===== config.mk =====
export PLATFORM = sky130hd
export DESIGN_NAME = sleep_wdt_ctrl
export DESIGN_NICKNAME = d
export VERILOG_FILES = /design/src/rtl/sleep_wdt_ctrl.sv
export SDC_FILE = /design/constraint.sdc
export NUM_CORES = 1
export LEC_CHECK = 0
export CAP_MARGIN = 20
export CORE_MARGIN = 1
export CORE_UTILIZATION = 40
export DETAILED_ROUTE_END_ITERATION = 12
export HOLD_SLACK_MARGIN = 0.08
export PLACE_DENSITY = 0.71
export RECOVER_POWER = 50
export SYNTH_ARGS = -nofsm -noshare
export SYNTH_HDL_FRONTEND = slang
export SYNTH_SLANG_ARGS = --single-unit
export TNS_END_PERCENT = 10

===== constraint.sdc =====
create_clock -name clk -period 1.7 [get_ports clk]
set_clock_uncertainty 0.05 [all_clocks]
set_input_delay 0.34 -clock clk [delete_from_list [all_inputs] [get_ports clk]]
set_output_delay 0.34 -clock clk [all_outputs]
set_load 0.02 [all_outputs]

===== src/rtl/sleep_wdt_ctrl.sv =====
// Sleep / watchdog controller: free-running WDT with optional prescaler, SLEEP/WAKE
// sequencing and a fixed-length core reset pulse. Define SLEEP_WDT_WAKE_PIN_EN to let wakeIn exit SLEEP.
module sleep_wdt_ctrl #(
  parameter int WDT_BASE_WIDTH   = 8,
  parameter int RST_PULSE_CYCLES = 4
) (
  input  logic       clk,
  input  logic       rst,
  input  logic       wdtEnIn,
  input  logic       clrwdtIn,
  input  logic       sleepIn,
  input  logic       wakeIn,
  input  logic       psaIn,
  input  logic [2:0] psIn,
  output logic       coreHalt,
  output logic       wdtResetOut,
  output logic       toFlag,
  output logic       pdFlag,
  output logic [1:0] stateOut
);

  localparam int PULSE_W = (RST_PULSE_CYCLES > 1) ? $clog2(RST_PULSE_CYCLES) : 1;
  localparam logic [PULSE_W-1:0]        PULSE_LAST = PULSE_W'(RST_PULSE_CYCLES - 1);
  localparam logic [PULSE_W-1:0]        PULSE_ONE  = PULSE_W'(1);
  localparam logic [WDT_BASE_WIDTH-1:0] BASE_MAX   = '1;
  localparam logic [WDT_BASE_WIDTH-1:0] BASE_ONE   = WDT_BASE_WIDTH'(1);

  typedef enum logic [1:0] {
    ST_RUN    = 2'b00,
    ST_SLEEP  = 2'b01,
    ST_WAKE   = 2'b10,
    ST_WDTRST = 2'b11
  } state_t;

  state_t                    r_state;
  logic [WDT_BASE_WIDTH-1:0] r_base;
  logic [7:0]                r_presc;
  logic [PULSE_W-1:0]        r_pulse;
  logic                      r_to;
  logic                      r_pd;

  state_t                    w_state_nxt;
  logic [WDT_BASE_WIDTH-1:0] w_base_nxt;
  logic [WDT_BASE_WIDTH-1:0] w_base_adv;
  logic [7:0]                w_presc_nxt;
  logic [7:0]                w_presc_adv;
  logic [PULSE_W-1:0]        w_pulse_nxt;
  logic                      w_to_nxt;
  logic                      w_pd_nxt;
  logic                      w_counting;
  logic                      w_base_tick;
  logic                      w_timeout;
  logic                      w_wake;

  // Prescaler "ratio reached": low psIn bits all ones (psIn=0 always hits).
  function automatic logic f_presc_hit(input logic [7:0] presc, input logic [2:0] ps);
    logic [7:0] mask;
    mask = 8'((9'd1 << ps) - 9'd1);
    return (presc & mask) == mask;
  endfunction

`ifdef SLEEP_WDT_WAKE_PIN_EN
  assign w_wake = wakeIn;
`else
  logic w_unused_wake;
  assign w_unused_wake = wakeIn;
  assign w_wake        = 1'b0;
`endif

  assign w_counting  = wdtEnIn && ((r_state == ST_RUN) || (r_state == ST_SLEEP));
  assign w_base_tick = w_counting && (r_base == BASE_MAX);
  assign w_timeout   = w_base_tick && (!psaIn || f_presc_hit(r_presc, psIn));

  always_comb begin
    w_base_adv  = r_base;
    w_presc_adv = r_presc;
    if (!wdtEnIn) begin
      w_base_adv  = '0;
      w_presc_adv = '0;
    end else if (w_counting) begin
      w_base_adv = r_base + BASE_ONE;
      if (w_base_tick && psaIn) begin
        w_presc_adv = r_presc + 8'd1;
      end
    end
  end

  // Next-state: RUN priority is sleep > clear > timeout; SLEEP priority is timeout > wake.
  always_comb begin
    w_state_nxt = r_state;
    w_base_nxt  = w_base_adv;
    w_presc_nxt = w_presc_adv;
    w_pulse_nxt = r_pulse;
    w_to_nxt    = r_to;
    w_pd_nxt    = r_pd;
    case (r_state)
      ST_RUN: begin
        if (sleepIn) begin
          w_state_nxt = ST_SLEEP;
          w_base_nxt  = '0;
          w_presc_nxt = '0;
          w_to_nxt    = 1'b1;
          w_pd_nxt    = 1'b0;
        end else if (clrwdtIn) begin
          w_base_nxt  = '0;
          w_presc_nxt = '0;
          w_to_nxt    = 1'b1;
          w_pd_nxt    = 1'b1;
        end else if (w_timeout) begin
          w_state_nxt = ST_WDTRST;
          w_base_nxt  = '0;
          w_presc_nxt = '0;
          w_pulse_nxt = '0;
          w_to_nxt    = 1'b0;
        end
      end
      ST_SLEEP: begin
        if (w_timeout) begin
          w_state_nxt = ST_WDTRST;
          w_base_nxt  = '0;
          w_presc_nxt = '0;
          w_pulse_nxt = '0;
          w_to_nxt    = 1'b0;
        end else if (w_wake) begin
          w_state_nxt = ST_WAKE;
          w_to_nxt    = 1'b1;
          w_pd_nxt    = 1'b0;
        end
      end
      ST_WAKE: begin
        w_state_nxt = ST_RUN;
      end
      ST_WDTRST: begin
        w_base_nxt  = '0;
        w_presc_nxt = '0;
        if (r_pulse == PULSE_LAST) begin
          w_state_nxt = ST_RUN;
          w_pulse_nxt = '0;
        end else begin
          w_pulse_nxt = r_pulse + PULSE_ONE;
        end
      end
      default: begin
        w_state_nxt = ST_RUN;
      end
    endcase
  end

  always_ff @(posedge clk) begin
    if (rst) begin
      r_state <= ST_RUN;
      r_base  <= '0;
      r_presc <= '0;
      r_pulse <= '0;
      r_to    <= 1'b1;
      r_pd    <= 1'b1;
    end else begin
      r_state <= w_state_nxt;
      r_base  <= w_base_nxt;
      r_presc <= w_presc_nxt;
      r_pulse <= w_pulse_nxt;
      r_to    <= w_to_nxt;
      r_pd    <= w_pd_nxt;
    end
  end

  assign coreHalt    = (r_state != ST_RUN);
  assign wdtResetOut = (r_state == ST_WDTRST);
  assign toFlag      = r_to;
  assign pdFlag      = r_pd;
  assign stateOut    = r_state;

  a_wake_one_cycle: assert property (@(posedge clk) disable iff (rst)
    (r_state == ST_WAKE) |=> (r_state == ST_RUN));
  a_wdtrst_frozen: assert property (@(posedge clk) disable iff (rst)
    (r_state == ST_WDTRST) |-> (r_base == '0 && r_presc == '0));
  a_disabled_clear: assert property (@(posedge clk) disable iff (rst)
    !wdtEnIn |=> (r_base == '0 && r_presc == '0));

endmodule


==> run metrics <==
outcome=completed; layout cells sized above 1=32.46%; final net count=205; number of synthesized register bits=21; fin util=60.37%; Crit. End Element=flop; actual slew at the worst max-slew pin=0.2802 ns; final setup TNS=0 ns; hold depth=1; Routed WL=2.945 mm; dominant cell type by area after synthesis=dfxtp_1; gr ovfl total=0; GRT Util Overall=18.58%; maximum VDD drop=325.3 uV; number of synthesized flops with an enable pin=0; fin crit share=97.65%; worst skew pair latency=0.30 ns; RSZ-0062 raised after global routing=yes; Top FF cell, synth=dfxtp_1; most frequent cells in the layout=buf_4 (31), nand2_1 (20), dfxtp_1 (15); Max Cap Viol=0; height of the die=57.48 um; CP required=1.88 ns; CP peak stage delay=0.48 ns; delay-heaviest family, CP=buffers and inverters; Ant. Diodes=0; Setup WS pre-CTS=-0.4208 ns; cell area power density=509.4 nW/um2; CTS sink count=21; worst path arrival time=1.84 ns; die width=57.48 um; Post-CTS Hold Fix Bufs=0; synthesis warning total=0; Worst Setup Start Kind=input pin; Power, Total=0.8700 mW; Clock Tree Buf Depth=2; critical path, cell by cell=clkdlybuf4s50_1 -> and4b_4 -> nand3_2 -> buf_4 -> a2111o_1 -> a21oi_1; CTS tree=yes; WP depth=6; global-route wire length before repair=4.809 mm; Hold Slack=0.4263 ns; top post-synthesis cells by area=dfxtp_1 (34%), nand2_1 (6.1%), a21oi_1 (5.7%); post-synthesis net count=162; total number of vias=1,235; Worst R2R Setup Slack=0.04 ns; GPL Wtd Cong=0.8553; CP Buf/Inv Count=2; syn_area_per_cell=8.263 um2; antenna-violating nets left=0; Worst Slack Setup Final=0.03996 ns; Setup CP Type=in2reg; sequential share of the synthesized area=34.15%; row cnt=19; DR DRC count=0; initial core utilization=43.52%; initial antenna violation count=0; vias per cell=5.563; Root Buffer=clkbuf_4; Initial DRT Pass Iterations=4; relative slew slack=81.29%; IO Count=16; area share of the largest cell type after synthesis=34.15%; Filler cells=243; final worst path period need=1.660 ns; commonest non-fill, non-tap cell in the layout=buf_4; crit path max fanout=5; R2R cell count=6; hpwl dp=2.145 mm; Final Setup Violations=0; Slew Viols, Final=0; CORE AREA=2829 um2; starting DRC count in detailed routing=58; largest net degree at the start of global routing=16; Die ar.=3304 um2; Worst Hold Class=reg2reg; clock slew at reported path FFs=0.11 ns; Layout Area Growth over Synthesis=38.72%; Routed WL per cell=13.27 um; Synth Instances=149; Num CTS Buffers=3; area of the mapped netlist=1231 um2; Fmax achieved=602.4 MHz; final hold violation count=0; vias in the first global route=1,175; post-synthesis cell type count=44; post-synthesis async set-or-reset flop share=0%; CTS H-tree lvls=1; slowest CP cell=clkdlybuf4s50_1; leakage=0.6719 nW; I/O Buffers=14
-- metrics by stage --
step | cells | instance area (um2)
floorplan | 149 | 1290
global placement | 215 | 1615
detailed placement | 215 | 1615
CTS | 219 | 1655
global route | 222 | 1708
finish | 222 | 1708
-- path summary, 6_finish.rpt --
path                   from    endpoint
setup / recovery    wdtEnIn  r_presc[5]
setup reg to reg  r_base[1]  r_presc[5]
hold / removal       toFlag      toFlag
hold reg to reg      toFlag      toFlag
-- kinds of logic after synthesis --
logic type               Yosys count  synth area share, %
AO/OA/AOI/OAI                     40                23.78
XOR/XNOR                           6                4.269
adder cells (fa/ha/maj)            3                3.049
buffers and inverters             14                6.504
flip-flops                        21                34.15
multiplexers                       1               0.8130
AND/OR/NAND/NOR                   64                27.44
-- per-layer routing --
metal / GRT usage (%) / vias to the layer above / part of all wire (%)
li1: - / 632 / -
met1: 21.76 / 576 / 45
met2: 33.55 / 22 / 51
met3: 2.721 / 5 / 2.9
met4: 7.666 / 0 / 0.98
met5: 0 / - / 0
-- synth_stat cells (2+ instances only) --
| library cell | n |
|---|---|
| dfxtp_1 | 21 |
| nand2_1 | 20 |
| a21oi_1 | 14 |
| nor2_1 | 9 |
| nor3_1 | 8 |
| inv_1 | 5 |
| nand4_1 | 5 |
| a211oi_1 | 4 |
| buf_6 | 3 |
| clkbuf_1 | 3 |
| ha_1 | 3 |
| nand3_1 | 3 |
| nor2b_1 | 3 |
| o2111ai_1 | 3 |
| o22ai_1 | 3 |
| xnor2_1 | 3 |
| xor2_1 | 3 |
| a211o_1 | 2 |
| a22o_1 | 2 |
| and2b_1 | 2 |
| and3_1 | 2 |
| nand3b_1 | 2 |
| o211ai_1 | 2 |
| o21ai_0 | 2 |
| or2_2 | 2 |
| or3_1 | 2 |
-- registers in the layout, summed over array words and instances (netlist names) --
register / count
r_pulse: 2
r_presc: 7
stateOut: 2
r_base: 8
pdFlag: 1
toFlag: 1
-- timing repair --
action / CTS / global route
pin swaps: 2 / 7
endpoints found under the setup margin: 21 / 20
gates resized for setup: 10 / 15
setup buffers: 0 / 3
-- where the power goes --
| part | switching [mW] | internal [mW] | total [mW] | leakage, nW |
|---|---|---|---|---|
| logic | 0.0651 | 0.0692 | 0.134 | 0.481 |
| clock network | 0.147 | 0.0876 | 0.234 | 0.0177 |
| registers | 0.00613 | 0.495 | 0.502 | 0.173 |
| total | 0.218 | 0.652 | 0.870 | 0.672 |
-- cell type report --
cell class | count | area, um2 | share of cell area (%)
Clock buffer | 3 | 22.52 | 1.319
Timing Repair Buffer | 46 | 387.9 | 22.71
Tap cell | 31 | 38.79 | 2.271
Sequential cell | 21 | 432.9 | 25.35
Inverter | 6 | 25.02 | 1.465
Multi-Input combinational cell | 114 | 795.8 | 46.59
Clock inverter | 1 | 5.005 | 0.2930
Note: power is estimated with default switching activity, not from simulation.
